--- src/rtl/apb_pkg.sv ---
// rtl/apb_pkg.sv - shared types and sizing helpers for the APB memory slave
package apb_pkg;

  typedef enum logic {
    IDLE   = 1'b0,
    ACCESS = 1'b1
  } apb_state_e;

  localparam int WS_W = 4;

  function automatic int byte_off_w(input int data_width);
    return (data_width > 8) ? $clog2(data_width / 8) : 0;
  endfunction

  function automatic int idx_w(input int depth);
    return (depth > 1) ? $clog2(depth) : 1;
  endfunction

endpackage

--- src/rtl/apb_mem_array.sv ---
// rtl/apb_mem_array.sv - word memory with byte-enable write and registered read
module apb_mem_array
  import apb_pkg::*;
#(
  parameter int DATA_WIDTH = 8,
  parameter int DEPTH      = 256,
  parameter int IDX_W      = idx_w(DEPTH)
) (
  input  logic                    clk_i,
  input  logic                    we_i,
  input  logic [IDX_W-1:0]        waddr_i,
  input  logic [DATA_WIDTH-1:0]   wdata_i,
  input  logic [DATA_WIDTH/8-1:0] wstrb_i,
  input  logic                    re_i,
  input  logic [IDX_W-1:0]        raddr_i,
  output logic [DATA_WIDTH-1:0]   rdata_o
);

  localparam int NB = DATA_WIDTH / 8;

  logic [DATA_WIDTH-1:0] mem [DEPTH];
  logic [DATA_WIDTH-1:0] rdata_q;

  // No reset here so the array maps onto block RAM.
  always_ff @(posedge clk_i) begin
    if (we_i) begin
      for (int i = 0; i < NB; i++) begin
        if (wstrb_i[i]) mem[waddr_i][8*i +: 8] <= wdata_i[8*i +: 8];
      end
    end
    if (re_i) rdata_q <= mem[raddr_i];
  end

  assign rdata_o = rdata_q;

endmodule

--- src/rtl/apb_mem_slave.sv ---
// rtl/apb_mem_slave.sv - APB slave fronting a word memory with wait states and range errors
module apb_mem_slave
  import apb_pkg::*;
#(
  parameter int ADDR_WIDTH  = 8,
  parameter int DATA_WIDTH  = 8,
  parameter int DEPTH       = 256,
  parameter int WAIT_STATES = 0
) (
  input  logic                    pclk,
  input  logic                    presetn,
  input  logic                    psel,
  input  logic                    penable,
  input  logic                    pwrite,
  input  logic [ADDR_WIDTH-1:0]   paddr,
  input  logic [DATA_WIDTH-1:0]   pwdata,
  input  logic [DATA_WIDTH/8-1:0] pstrb,
  output logic [DATA_WIDTH-1:0]   prdata,
  output logic                    pready,
  output logic                    pslverr
);

  localparam int                  NB      = DATA_WIDTH / 8;
  localparam int                  OFF_W   = byte_off_w(DATA_WIDTH);
  localparam int                  IDX_W   = idx_w(DEPTH);
  localparam logic [WS_W-1:0]     WS_C    = WS_W'(WAIT_STATES);
  localparam logic [ADDR_WIDTH:0] DEPTH_C = (ADDR_WIDTH + 1)'(DEPTH);

  apb_state_e            state_q, state_d;
  logic [WS_W-1:0]       cnt_q, cnt_d;
  logic [IDX_W-1:0]      idx_q, idx_d;
  logic                  write_q, write_d;
  logic [DATA_WIDTH-1:0] wdata_q, wdata_d;
  logic [NB-1:0]         strb_q, strb_d;
  logic                  err_q, err_d;
  logic                  rvalid_q, rvalid_d;

  logic [ADDR_WIDTH-1:0] word_idx;
  logic                  req_err;
  logic                  ready;
  logic                  mem_we, mem_re;
  logic [DATA_WIDTH-1:0] mem_rdata;

  assign word_idx = paddr >> OFF_W;
  assign req_err  = {1'b0, word_idx} >= DEPTH_C;
  assign ready    = (state_q == ACCESS) && (cnt_q == WS_C);

  always_comb begin
    state_d  = state_q;
    cnt_d    = cnt_q;
    idx_d    = idx_q;
    write_d  = write_q;
    wdata_d  = wdata_q;
    strb_d   = strb_q;
    err_d    = err_q;
    rvalid_d = rvalid_q;
    mem_we   = 1'b0;
    mem_re   = 1'b0;
    case (state_q)
      IDLE: begin
        if (psel && !penable) begin
          state_d = ACCESS;
          cnt_d   = '0;
          idx_d   = IDX_W'(word_idx);
          write_d = pwrite;
          wdata_d = pwdata;
          strb_d  = pstrb;
          err_d   = req_err;
          if (!pwrite) begin
            mem_re   = !req_err;
            rvalid_d = !req_err;
          end
        end
      end
      ACCESS: begin
        if (!psel) begin
          state_d = IDLE;
        end else begin
          if (cnt_q < WS_C) cnt_d = cnt_q + 1'b1;
          if (penable && ready) begin
            state_d = IDLE;
            mem_we  = write_q && !err_q;
          end
        end
      end
      default: state_d = IDLE;
    endcase
  end

  always_ff @(posedge pclk) begin
    if (!presetn) begin
      state_q  <= IDLE;
      cnt_q    <= '0;
      idx_q    <= '0;
      write_q  <= 1'b0;
      wdata_q  <= '0;
      strb_q   <= '0;
      err_q    <= 1'b0;
      rvalid_q <= 1'b0;
    end else begin
      state_q  <= state_d;
      cnt_q    <= cnt_d;
      idx_q    <= idx_d;
      write_q  <= write_d;
      wdata_q  <= wdata_d;
      strb_q   <= strb_d;
      err_q    <= err_d;
      rvalid_q <= rvalid_d;
    end
  end

  // Reset must also drop a write that would commit on the same edge.
  apb_mem_array #(
    .DATA_WIDTH(DATA_WIDTH),
    .DEPTH     (DEPTH),
    .IDX_W     (IDX_W)
  ) u_mem (
    .clk_i  (pclk),
    .we_i   (mem_we && presetn),
    .waddr_i(idx_q),
    .wdata_i(wdata_q),
    .wstrb_i(strb_q),
    .re_i   (mem_re),
    .raddr_i(IDX_W'(word_idx)),
    .rdata_o(mem_rdata)
  );

  assign prdata  = rvalid_q ? mem_rdata : '0;
  assign pready  = ready;
  assign pslverr = ready && err_q;

endmodule

--- config.mk ---
export PLATFORM = sky130hd
export DESIGN_NAME = apb_mem_slave
export DESIGN_NICKNAME = d
export VERILOG_FILES = /design/src/rtl/apb_pkg.sv /design/src/rtl/apb_mem_array.sv /design/src/rtl/apb_mem_slave.sv
export SDC_FILE = /design/constraint.sdc
export NUM_CORES = 2
export LEC_CHECK = 0
export CAP_MARGIN = 15
export CORE_ASPECT_RATIO = 1.1
export CORE_MARGIN = 10
export CORE_UTILIZATION = 39
export CTS_CLUSTER_DIAMETER = 40
export DETAILED_ROUTE_END_ITERATION = 7
export GPL_TIMING_DRIVEN = 0
export PLACE_DENSITY_LB_ADDON = 0.25
export SLEW_MARGIN = 20
export SYNTH_ARGS = -nofsm -noshare
export SYNTH_HDL_FRONTEND = slang
export SYNTH_HIERARCHICAL = 1
export SYNTH_SLANG_ARGS = --single-unit
--- constraint.sdc ---
create_clock -name pclk -period 3.89 [get_ports pclk]
set_input_delay 0.389 -clock pclk [delete_from_list [all_inputs] [get_ports pclk]]
set_output_delay 0.389 -clock pclk [all_outputs]
set_load 0.01 [all_outputs]
# ---- Yosys cells after proc, flatten, opt, wreduce, memory -nomap -nowiden
# Memory sizes are Yosys's and may differ from the RTL's. A register that Yosys moved wholly into a read port is not among the register bits.
# Cells that the tools add are included.
dict set report classes {
  n_addsub 1
  n_mul 0
  n_div 0
  magnitude_cmp 1
  n_eq_ne 3
  shift 0
  n_mux 18
  bitwise 2
  reduce_logical 9
}
# cell n
set op_table {}
lappend op_table {{$mux 1} 12}
lappend op_table {{$mux 4} 3}
lappend op_table {{$mux 8} 1}
lappend op_table {{$pmux 4 s2} 1}
lappend op_table {{$reduce_and 3->1} 2}
lappend op_table {{$add 4x1->4 const B} 1}
lappend op_table {{$logic_and 1x1->1} 4}
lappend op_table {{$logic_not 4->1} 1}
lappend op_table {{$lt 4x1->1 const B} 1}
lappend op_table {{$ne 2x2->1 const B} 2}
lappend op_table {{$ne 2x1->1 const B} 1}
lappend op_table {{$not 1->1} 2}
lappend op_table {{$pmux 1 s2} 1}
lappend op_table {{$reduce_and 2->1} 1}
lappend op_table {{$logic_not 1->1} 1}
dict set report word_totals {
  ff_bits 24
  latch_bits 0
  ram_bits 2048
  romBits 0
  in_bits 22
  output_inout_bits 10
  word_cells 42
  n_memories 1
}
# name words width rd rd_ports_with_merged_regs write_ports line
set mem_list {}
lappend mem_list {u_mem.mem 256 8 1 1 1 apb_mem_array.sv:21} ;# logic [DATA_WIDTH-1:0] mem [DEPTH];

# ---- Depth between registers and ports, before layout
dict set report depth {
  ltp_word 9
  depth_mapped 11
  ltp_nobuf 6
}

# ---- Cells and area by module
# The synthesis kept the hierarchy.
# module instances cells_each area_each_um2 seq_area_each_um2
set by_module_without_submodules {}
lappend by_module_without_submodules {apb_mem_array 1 3762 79945.4 61739.2}
lappend by_module_without_submodules {apb_mem_slave 1 97 877.1 400.4}

# ---- Worst setup path after synthesis
# No wires, ideal clock.
dict set report synth_timing {
  kind {reg2reg}
  from {register wdata_q[0]}
  to {memory u_mem.mem[0][0], data pin}
  setup_time_ns 0.856
  arrival_ns 3.397
  required_ns 3.034
  setup_slack_ns -0.363
  path_stages_with_launch 1
  path_buffers 0
  synth_period_minus_slack_ns 4.253
  path_cell_list {dfxtp_1}
}
# element line
set synth_rtl {}
lappend synth_rtl {{from (decl)} apb_mem_slave.sv:33} ;# logic [DATA_WIDTH-1:0] wdata_q, wdata_d;
lappend synth_rtl {{from (signal assigned)} apb_mem_slave.sv:105} ;# wdata_q <= wdata_d;
lappend synth_rtl {{to (decl)} apb_mem_array.sv:21}
# No word-level cell before the write port.

==> reports/results.txt <==
The via count was 43200; the flip-flop and latch count after synthesis was 2076. The clock transition at the registers of the reported paths was 60 ps. The tools report the combined area of all synthesized cells as 80820 sq um.

Counting flops with a built-in enable in the synthesized netlist gives 2056. The tightest slew margin relative to the limit is 0.1534, and the largest net degree at the start of global routing is 79. The number of cell instances on the worst register-to-register path came out at 8. Detailed-router iteration count before antenna repair: 8. The vertical die dimension is 497.5 um, and the final period demand of the worst path is 4242 ps. The total die area came out at 225900 sq um.

After synthesis, the cell types taking the most area are sky130_fd_sc_hd__edfxtp_1 (76%), sky130_fd_sc_hd__mux4_2 (11%), sky130_fd_sc_hd__mux2i_1 (2.1%), sky130_fd_sc_hd__mux4_1 (1.5%), sky130_fd_sc_hd__nor2_1 (1.3%). The clock network latency to the later pin of the worst-skew pair was 900 ps; the count of endpoints failing setup in the final report was 202. The startpoint of the worst hold path is pwdata[3]. Across the run, the number of max-cap violations was 0. Across the VDD grid, the largest voltage drop is 411.3 uV. For this block, the routed nets add up to 266200 um of wire.

For the pin with the worst max-slew slack, the measured transition is 1270 ps. The final reports fail on setup timing. The total routing resource utilization after global routing is 0.2308. At the worst endpoint, the arrival time is 4820 ps. Setup repair after global routing could not meet its margin everywhere. For this run, the post-layout net count is 4193. The area fraction of the dominant cell type after synthesis is 0.7639, and the instance count along the most critical hold path is 3. The register area share after synthesis was 0.7688; the post-route core utilization was 0.4578.

The highest achievable clock rate was 0.2357 GHz. The largest fanout of any net on the critical path came out at 10. The total power density per cell area is 536.0 nW/um^2. The share of flip-flops with an asynchronous set or reset was 0; the detailed router's first-iteration violation count was 6207.

The tools report the number of buffers created by CTS as 239. Compared with the post-synthesis result, the final layout area differs by 16.95%. TritonCTS built the clock tree. The leading cell type in the layout, fill and taps excluded was sky130_fd_sc_hd__edfxtp_1. X dimension of the die: 454.0 um. The detail route stage leaves a number of antenna-violating nets equal to 0. The cell count after synthesis came out at 3859.

After floorplanning, the core was sized to cover 206500 sq um. The sink count of the clock tree is 2076, and the number of vias per cell after detailed routing is 6.062. The run finished, with violations left. For flop-to-flop paths, the worst setup slack is -160 ps. The destination of the worst hold path was wdata_q[3]$_SDFFE_PN0P_.

The top cell types in the final layout, fill and taps aside, are sky130_fd_sc_hd__edfxtp_1 (2056), sky130_fd_sc_hd__mux4_2 (397), sky130_fd_sc_hd__clkbuf_16 (243). The half-perimeter wire length of the detailed placement result is 181700 um, and the clock tree skew after final layout is 57.32 ps. The clock passes through at most 3 buffers. In this run the count of I/O pins placed on the die edge is 32. The period utilization works out to 1.091.

The tree is rooted in a sky130_fd_sc_hd__clkbuf_16. The standard-cell row count was 175; the detailed-route wire length per cell was 37.36 um. The initial antenna violation count came out at 8.

The most frequently used flop master after synthesis is sky130_fd_sc_hd__edfxtp_1. The worst register-to-register path ends at u_mem/mem[36][4]$_DFFE_PP_. Summed over all cells, the static leakage comes to 28.05 nW. The tools report the final weighted congestion in routability-driven placement as 0.9660.

The total power draw came out at 50.67 mW. Path class of the lowest-slack min-delay path: input pin to register. The H-tree was split into 4 levels. Share of layout cells above drive strength 1: 0.2604. The number of I/O port buffers was 29. After global routing the overflow that remains totals 0. After detailed routing, the number of remaining DRC violations is 0.

The run gives 0 as the final count of hold timing violations. The run gives 359700 um as the wire length of the first global-routing pass. The number of distinct library cell variants in the gate-level netlist after synthesis was 67. Number of max-slew violations in the final report: 0. The yosys synthesis warning count was 6.

STA classifies the critical path startpoint as an input pin. The minimum setup slack in the final design is -352.4 ps, and the number of nets produced by synthesis is 3881. The startpoint identified for the worst register-to-register timing path is state_q$_SDFF_PN0_. The tools report the worst setup timing slack at the placement stage as -2332 ps.

The number of global-route vias before repair is 42590. At the worst endpoint, the required time is 4470 ps. The synthesized design spends more area on one cell type than any other, namely sky130_fd_sc_hd__edfxtp_1. In this run the mean area of a mapped cell was 20.94 sq um. The starting utilization of the core area came out at 0.3914.

STA classifies the critical path endpoint as a register. The kind of critical path is input pin to register.
==> cell families after synthesis <==
group / count (synthesis) / synth area share
AO/OA/AOI/OAI: 398 / 0.03519
buffers and inverters: 243 / 0.02033
flip-flops: 2076 / 0.7688
multiplexers: 613 / 0.1464
other: 1 / 0.00004640
AND/OR/NAND/NOR: 528 / 0.02917
==> per-stage QoR <==
stage               hold slack (ps)  setup TNS, ps  cell area [sq um]  instances
detailed placement            452.3        -559810              85640       6669
global placement              449.9       -2509290              84550       6631
floorplan                     430.1              0              80830       3859
CTS                           5.831         -280.1              94390       7125
finish                        53.71         -14040              94520       7126
global route                  49.85          -9923              94520       7126
==> what timing repair did <==
action,CTS,global route
endpoints found under the hold margin,11,0
hold buffers,2,0
setup buffers,3,0
cloned,0,0
pin swaps,1,0
gates resized for setup,98,49
endpoints found under the setup margin,239,403
==> power breakdown <==
| group | internal, mW | total (mW) | switching, mW |
|---|---|---|---|
| Sequential | 24.6 | 24.6 | 0.0756 |
| Combinational | 0.833 | 2.67 | 1.83 |
| Clock | 13.8 | 23.4 | 9.56 |
| Total | 39.2 | 50.7 | 11.5 |
==> worst max-delay path, stage by stage <==
cell and delay, ps:
sky130_fd_sc_hd__clkdlybuf4s50_1 670, sky130_fd_sc_hd__buf_4 300, sky130_fd_sc_hd__buf_6 230, sky130_fd_sc_hd__and2_1 150, sky130_fd_sc_hd__buf_1 650, sky130_fd_sc_hd__clkbuf_1 660, sky130_fd_sc_hd__a22oi_1 300, sky130_fd_sc_hd__a21oi_1 520
sky130_fd_sc_hd__nor4_1 190, sky130_fd_sc_hd__nor4_2 730
==> worst max path at each step <==
stage / from / endpoint / slack (ps)
after floorplan: presetn / u_mem/mem[112][0]$_DFFE_PP_ / 1250
after global placement: paddr[2] / u_mem/rdata_o[0]$_DFFE_PP_ / -2660
after detailed placement: paddr[2] / u_mem/rdata_o[1]$_DFFE_PP_ / -2330
after CTS: state_q$_SDFF_PN0_ / u_mem/mem[112][3]$_DFFE_PP_ / -20
after global routing: state_q$_SDFF_PN0_ / u_mem/mem[36][4]$_DFFE_PP_ / -150
final: paddr[2] / u_mem/rdata_o[7]$_DFFE_PP_ / -350
==> routing by layer <==
metal / GRT usage / wire [um]
met5: 0.002568 / 91
met2: 0.3578 / 123800
met1: 0.2930 / 96300
met4: 0.1376 / 18500
met3: 0.05714 / 27560
==> cells in the mapped netlist (8+ instances only) <==
cell and n:
sky130_fd_sc_hd__mux4_1 45, sky130_fd_sc_hd__nor2b_1 24, sky130_fd_sc_hd__mux4_2 397, sky130_fd_sc_hd__a211oi_1 16, sky130_fd_sc_hd__a22oi_1 135, sky130_fd_sc_hd__buf_12 13, sky130_fd_sc_hd__a221oi_1 12, sky130_fd_sc_hd__nor4_1 23
sky130_fd_sc_hd__nand3_1 29, sky130_fd_sc_hd__and2_1 14, sky130_fd_sc_hd__mux2i_1 171, sky130_fd_sc_hd__nand4_1 10, sky130_fd_sc_hd__buf_2 33, sky130_fd_sc_hd__edfxtp_1 2056, sky130_fd_sc_hd__a21oi_1 85, sky130_fd_sc_hd__o22ai_1 42
sky130_fd_sc_hd__nor2_1 288, sky130_fd_sc_hd__buf_8 10, sky130_fd_sc_hd__dfxtp_1 20, sky130_fd_sc_hd__buf_4 25, sky130_fd_sc_hd__o221ai_1 42, sky130_fd_sc_hd__o211ai_1 8, sky130_fd_sc_hd__a22o_1 16, sky130_fd_sc_hd__nand2_1 86
sky130_fd_sc_hd__buf_6 30, sky130_fd_sc_hd__nand2b_1 9, sky130_fd_sc_hd__nor3_1 21, sky130_fd_sc_hd__clkbuf_1 102, sky130_fd_sc_hd__buf_1 19
==> flip-flops by register name, indices dropped and copies added (netlist names) <==
register and count:
u_mem/mem 2048, write_q 1, wdata_q 8, strb_q 1, u_mem/rdata_o 8, state_q 1
idx_q 8, rvalid_q 1
==> cell type report <==
class                           instances  area, sq um
Tap cell                             2743         3432
Inverter                                2        7.507
Buffer                                240         1749
Clock inverter                        173         2088
Sequential cell                      2076        62170
Antenna cell                            1        2.502
Clock buffer                          279         6256
Timing Repair Buffer                   72         1269
Fill cell                           17250       112000
Multi-Input combinational cell       1540        17550
Power figures use the tool's default switching activity.
